## config.mk

```make
export PLATFORM = sky130hd
export DESIGN_NAME = hazard_forward_ctrl
export DESIGN_NICKNAME = d
export VERILOG_FILES = /design/src/rtl/hfc_pkg.sv /design/src/rtl/hfc_scoreboard.sv /design/src/rtl/hazard_forward_ctrl.sv
export SDC_FILE = /design/constraint.sdc
export NUM_CORES = 1
export LEC_CHECK = 0
export ABC_AREA = 0
export BUFFER_PORTS_ARGS = -buffer_cell sky130_fd_sc_hd__buf_2
export CAP_MARGIN = 20
export CORE_MARGIN = 4
export CORE_UTILIZATION = 51
export DETAILED_ROUTE_END_ITERATION = 6
export GPL_TIMING_DRIVEN = 0
export PLACE_DENSITY = 0.81
export REMOVE_ABC_BUFFERS = 1
export SLEW_MARGIN = 0
export SYNTH_ARGS = -nofsm -noshare
export SYNTH_HDL_FRONTEND = slang
export SYNTH_SLANG_ARGS = --single-unit
```

## constraint.sdc

```tcl
create_clock -name clk -period 4 [get_ports clk]
set_input_delay 0.8 -clock clk [delete_from_list [all_inputs] [get_ports clk]]
set_output_delay 0.8 -clock clk [all_outputs]
set_load 0.01 [all_outputs]
```

## src/rtl/hfc_pkg.sv

```systemverilog
// hfc_pkg: shared types and constants for the hazard/forwarding controller.
// Rev 1.0
`default_nettype none

package hfc_pkg;

  localparam int         REG_W   = 5;
  localparam logic [1:0] MD_LOAD = 2'b01;

  typedef struct packed {
    logic             valid;
    logic             rw;
    logic [REG_W-1:0] da;
    logic             load;
  } sb_entry_t;

  // R0 is hardwired zero, so it can never carry a dependency.
  function automatic logic sb_match(input logic [REG_W-1:0] s, input sb_entry_t e);
    return e.valid & e.rw & (e.da == s) & (s != '0);
  endfunction

endpackage

`default_nettype wire

```

## src/rtl/hfc_scoreboard.sv

```systemverilog
// hfc_scoreboard: 3-slot EX->MEM->WB destination tracker with bubble insert.
// Rev 1.0
`default_nettype none

module hfc_scoreboard
  import hfc_pkg::*;
(
  input  logic      clk,
  input  logic      rst,
  input  logic      advance,
  input  sb_entry_t new_entry,
  output sb_entry_t ex,
  output sb_entry_t mem,
  output sb_entry_t wb
);

  always_ff @(posedge clk) begin
    if (rst) begin
      ex  <= '0;
      mem <= '0;
      wb  <= '0;
    end else begin
      ex  <= advance ? new_entry : '0;
      mem <= ex;
      wb  <= mem;
    end
  end

endmodule

`default_nettype wire

```

## src/rtl/hazard_forward_ctrl.sv

```systemverilog
// hazard_forward_ctrl: EX operand hazard flags, load-use stall; optional stall counter (HFC_STALL_CNT_EN).
// Rev 1.0
`default_nettype none

module hazard_forward_ctrl
  import hfc_pkg::*;
#(
  parameter int REG_W = hfc_pkg::REG_W
`ifdef HFC_STALL_CNT_EN
  ,
  parameter int CNT_W = 16
`endif
) (
  input  logic             clk,
  input  logic             rst,
  input  logic             id_valid,
  input  logic [REG_W-1:0] id_sa,
  input  logic [REG_W-1:0] id_sb,
  input  logic             id_ma,
  input  logic             id_mb,
  input  logic             id_rw,
  input  logic [REG_W-1:0] id_da,
  input  logic             id_load,
  input  logic             flush,
  output logic             ex_hazard_a,
  output logic             ex_hazard_b,
  output logic             wb_hazard_a,
  output logic             wb_hazard_b,
  output logic             stall
`ifdef HFC_STALL_CNT_EN
  ,
  output logic [CNT_W-1:0] stall_cnt
`endif
);

  sb_entry_t slot_ex, slot_mem, slot_wb, new_entry;
  logic      advance;
  logic      ex_a, ex_b, mem_a, mem_b;

  // The WB slot only completes the in-flight picture; nothing reads it here.
  logic [$bits(sb_entry_t):0] unused_slots;
  assign unused_slots = {slot_wb, slot_mem.load};

  assign ex_a  = ~id_ma & sb_match(id_sa, slot_ex);
  assign ex_b  = ~id_mb & sb_match(id_sb, slot_ex);
  assign mem_a = ~id_ma & sb_match(id_sa, slot_mem);
  assign mem_b = ~id_mb & sb_match(id_sb, slot_mem);

  assign stall   = id_valid & ~flush & slot_ex.load & (ex_a | ex_b);
  assign advance = id_valid & ~stall & ~flush;

  always_comb begin
    new_entry       = '0;
    new_entry.valid = 1'b1;
    new_entry.rw    = id_rw;
    new_entry.da    = id_da;
    new_entry.load  = id_load;
  end

  hfc_scoreboard u_scoreboard (
    .clk       (clk),
    .rst       (rst),
    .advance   (advance),
    .new_entry (new_entry),
    .ex        (slot_ex),
    .mem       (slot_mem),
    .wb        (slot_wb)
  );

  // Flags describe the instruction entering EX; a bubble carries none.
  always_ff @(posedge clk) begin
    if (rst || !advance) begin
      ex_hazard_a <= 1'b0;
      ex_hazard_b <= 1'b0;
      wb_hazard_a <= 1'b0;
      wb_hazard_b <= 1'b0;
    end else begin
      ex_hazard_a <= ex_a;
      ex_hazard_b <= ex_b;
      wb_hazard_a <= mem_a;
      wb_hazard_b <= mem_b;
    end
  end

`ifdef HFC_STALL_CNT_EN
  always_ff @(posedge clk) begin
    if (rst) begin
      stall_cnt <= '0;
    end else if (stall && (stall_cnt != '1)) begin
      stall_cnt <= stall_cnt + 1'b1;
    end
  end
`endif

endmodule

`default_nettype wire

```

After elaboration in Yosys (flattened, before gate mapping)
Index checks and enable logic that the tools add are counted.
Storage, ports and cells
  memories kept: 0
  bits in read-only memories: 0
  bits in latches: 0
  flip-flop bits (word level): 19
  RAM bits: 0
  output and inout bits: 5
  input port bits: 23
  word-level logic and storage cells: 46
Cells by class
  $add $sub $neg: 0
  divide/modulo/power cells: 0
  reductions and logical operators: 5
  $lt $le $gt $ge: 0
  shifts and indexed selects: 0
  eq/ne operators: 4
  multiply operators: 0
  bitwise operators: 25
  multiplexer cells: 1
Operator list (count)
  $eq 5x5->1: 4
  $and 1x1->1: 19
  $reduce_bool 5->1: 2
  $mux 8: 1
  $not 1->1: 5
  $reduce_or 2->1: 1
  $logic_not 1->1: 1
  $logic_or 1x1->1: 1
  $or 1x1->1: 1

Logic depth before layout (Yosys ltp)
  depth after elaboration: 11
  depth in mapped cells: 6
  gate-level depth less buffers: 5

Modules after synthesis
A second synthesis with hierarchy kept.
Unflattened totals
  cells, all modules: 100
  area total of the unflattened synthesis: 1068.5 sq um
Modules (own cells, without submodules)
  hfc_scoreboard: instances 1, seq. area each 480.5 sq um, cells each 50, area an instance 666.9 sq um
  hazard_forward_ctrl: instances 1, seq. area each 80.1 sq um, cells each 50, area an instance 401.6 sq um

Worst setup path before layout
OpenSTA, ideal clock, no wires.
  path kind: input port to output port
  start: in id_sa[0]
  end: out stall
  data arrival time: 1.657 ns
  cell stages on the path: 5
  slack: 1.543 ns
  buffers on the path: 1
  required time: 3.200 ns
  cells stage by stage: xor2_1 nor4_1 nand3_1 a21oi_2 buf_6
Between the ends
  longest elaborated chain between the ends: 6
  elaborated cells on any way between the ends: 7
RTL lines
  start, declared: line hazard_forward_ctrl.sv:17  | input logic [REG_W-1:0] id_sa,
  $eq 5x5->1: line hfc_pkg.sv:19  | return e.valid & e.rw & (e.da == s) & (s != '0);
  $and 1x1->1: line hfc_pkg.sv:19
  $and 1x1->1 *: line hfc_pkg.sv:19
  $and 1x1->1 *: line hazard_forward_ctrl.sv:44  | assign ex_a = ~id_ma & sb_match(id_sa, slot_ex);
  $or 1x1->1 *: line hazard_forward_ctrl.sv:49  | assign stall = id_valid & ~flush & slot_ex.load & (ex_a | ex_b);
  $and 1x1->1 *: line hazard_forward_ctrl.sv:49
  end, declared: line hazard_forward_ctrl.sv:29  | output logic stall
Mark *: on every way between the ends. The rest lies on a longest branch, timed or not.

Worst setup path in the final report
Same ends and word-level chain as after synthesis.

==> results by group <==
Layout
  • Filler cell count: 141
  • Layout cells sized above 1: 0.271
  • Area growth syn-to-layout: 21.1%
  • Most frequent cells in the layout: buf_2 (27), dfxtp_1 (19), xor2_1 (16)
  • Final cell count without fillers: between 100 and 150
  • Nets: 142
  • Ant diodes: 0
  • Most common cell after layout, fill and taps aside: buf_2

Global routing
  • Largest net degree at the start of global routing: 12
  • Initial antenna violation count: 0
  • GRT Overall Usage: 0.154
  • Vias in the first global route: 567
  • Gr ovfl total: 0
  • First-pass GRT wire length: 2300 µm

Critical path
  • WS Path Type: primary input to output pin
  • Critical Path RT: 3.20 ns
  • CP peak stage delay: 0.42 ns
  • Crit path max fanout: 11
  • CP max stage cell: a21oi_2
  • Cell Chain, Critical Path: buf_2 > xor2_1 > nor4_1 > nand3_1 > a21oi_2 > buf_2
  • CP endpoint kind: output pin
  • Setup crit start kind: primary input
  • CP dominant cell by count: buf_2
  • Worst path arrival time: roughly 2.2 ns

Clocking
  • Post-CTS Hold Buffers: 0
  • H-tree depth: 1
  • Num CTS Buffers: 3
  • Clock sink count: 19
  • Cts repair resizes: 0
  • Clk slew on worst S/H paths: 0.10 ns
  • Post-CTS setup buffers: 0
  • Clk Latency, worst-skew pair: slightly below 0.3 ns
  • Clock tree root buffer cell: clkbuf_4
  • Clock Path Buffers: 2
  • CTS tree: built

Floorplanning
  • Die X-Extent: approximately 48 µm
  • Area of the core: 0.00151 mm²
  • Row Count: 14
  • Die area: ~0.0023 mm²
  • Initial Util: 0.537
  • Chip Height: approximately 48 µm
  • Io pins: 28

Logic synthesis
  • Post-synthesis sequential area ratio: 0.471
  • Cell count after synthesis: 88
  • Ys Warns: 0
  • #FFs+latches synth: 19
  • Area of the mapped netlist: 808 µm²
  • Netlist cell types: 15
  • Avg Inst Size Synth: 9.18 µm²

Run status
  • Outcome: finished clean

Route
  • Via-to-Cell Ratio: 5.04
  • Post-detailed-route wirelength per cell: 11.6 µm
  • Drt pass-1 iters: 3
  • Routed Antenna Nets: 0
  • Vias post-DR: about 680
  • Initial DRC Count: 3
  • DRC: 0
  • Post-Route WL: 1560 µm

Timing
  • Final setup fails: 0
  • Fin crit period: 3.04 ns
  • Slew Viols, Final: 0
  • Final hold slack: around 0.47 ns
  • Slew headroom: 0.640
  • Clk_skew: 0.00220 ns
  • Endpoints failing hold: 0
  • Total negative setup slack: 0 ns
  • Fmax: 329 MHz
  • Tcrit/Tclk final: 0.759
  • Worst slew pin tran: about 0.54 ns
  • RSZ-0062 raised after global routing: false

Placed design
  • Placed insts: 130
  • Placer congestion estimate: 0.903
  • PortBufs: 27
  • DP HPWL: between 1000 and 1500 µm

Worst hold path
  • Min-Delay Path Class: flip-flop to flip-flop

Power
  • Pwr Density: 331 mW/mm²
  • Static Leak: 0.458 nW
  • Peak VDD IR: 0.200 mV

Job
  • Maxcap violations: 0
## through the flow
step | utilization | setup WS, ns | total power, mW | cell area [µm²]
4_1_cts | 0.650 | 0.980 | 0.325 | 978
2_1_floorplan | - | 1.48 | 0.215 | 797
3_3_place_gp | 0.632 | 1.00 | 0.233 | 952
6_report | 0.650 | 0.965 | 0.323 | 978
3_5_place_dp | 0.632 | 0.991 | 0.235 | 952
5_1_grt | 0.650 | 0.881 | 0.338 | 978
## per-layer routing
layer | share of wire | vias up | GRT usage | routed length, µm
li1 | - | 350 | - | -
met1 | 0.43 | 297 | 0.178 | 673
met2 | 0.46 | 23 | 0.245 | 722
met3 | 0.081 | 5 | 0.0451 | 126
met4 | 0.023 | 0 | 0.0968 | 36
met5 | 0 | - | 0 | 0
## layout make-up
type / count / area [µm²] / area share
multi-input cells: 68 / 417 / 0.426
flip-flops and latches: 19 / 380 / 0.389
repair buffers: 27 / 135 / 0.138
clock buffers: 4 / 26.3 / 0.0269
well taps: 16 / 20.0 / 0.0205
## synth_stat cells (all sizes together)
library cell / count / area share
nor4: 2 / 0.015
a21oi: 3 / 0.023
xor2: 16 / 0.17
nor3: 6 / 0.037
dfxtp: 19 / 0.47
nand3b: 1 / 0.0093
nand4: 2 / 0.015
nand3: 3 / 0.019
nor3b: 1 / 0.015
nor2: 13 / 0.060
xnor2: 4 / 0.043
nand2: 9 / 0.042
nor2b: 8 / 0.062
buf: 1 / 0.014
## state kept, by name (all words and copies together), names as in the netlist
register and cells:
u_scoreboard.ex 8, u_scoreboard.mem 7, ex_hazard_a 1, ex_hazard_b 1
wb_hazard_a 1, wb_hazard_b 1
## worst max-delay path: cells and delay by family
family / cells / cell delay (ns)
compound gates: 1 / 0.42
xor+xnor: 1 / 0.16
buf+inv: 2 / 0.35
simple gates: 2 / 0.51
## final timing paths
| check | startpoint | slack [ns] | end | cells past startpoint |
|---|---|---|---|---|
| max | id_sa[0] | 0.96 | stall | 6 |
| min | u_scoreboard.ex[7] | 0.47 | u_scoreboard.mem[7] | 1 |
| max reg2reg | u_scoreboard.ex[4] | 2.33 | wb_hazard_a | 5 |
| min reg2reg | u_scoreboard.ex[7] | 0.47 | u_scoreboard.mem[7] | 1 |
## power breakdown
| part | total, mW | internal (mW) | switching (mW) | leakage, nW |
|---|---|---|---|---|
| Sequential | 0.195 | 0.193 | 0.00264 | 0.154 |
| Clock | 0.0929 | 0.0388 | 0.0541 | 0.0150 |
| Combinational | 0.0352 | 0.0179 | 0.0173 | 0.289 |
## kinds of logic (layout without fill, tap and decap cells)
| family | count (synthesis) | in the layout | share of synthesized area |
|---|---|---|---|
| flip-flops | 19 | 19 | 0.471 |
| XOR/XNOR | 20 | 20 | 0.217 |
| AND/OR/NAND/NOR | 45 | 45 | 0.276 |
| AO/OA/AOI/OAI | 3 | 3 | 0.0232 |
| buffers and inverters | 1 | 31 | 0.0139 |
No activity file was read; power rests on OpenSTA's default activity.
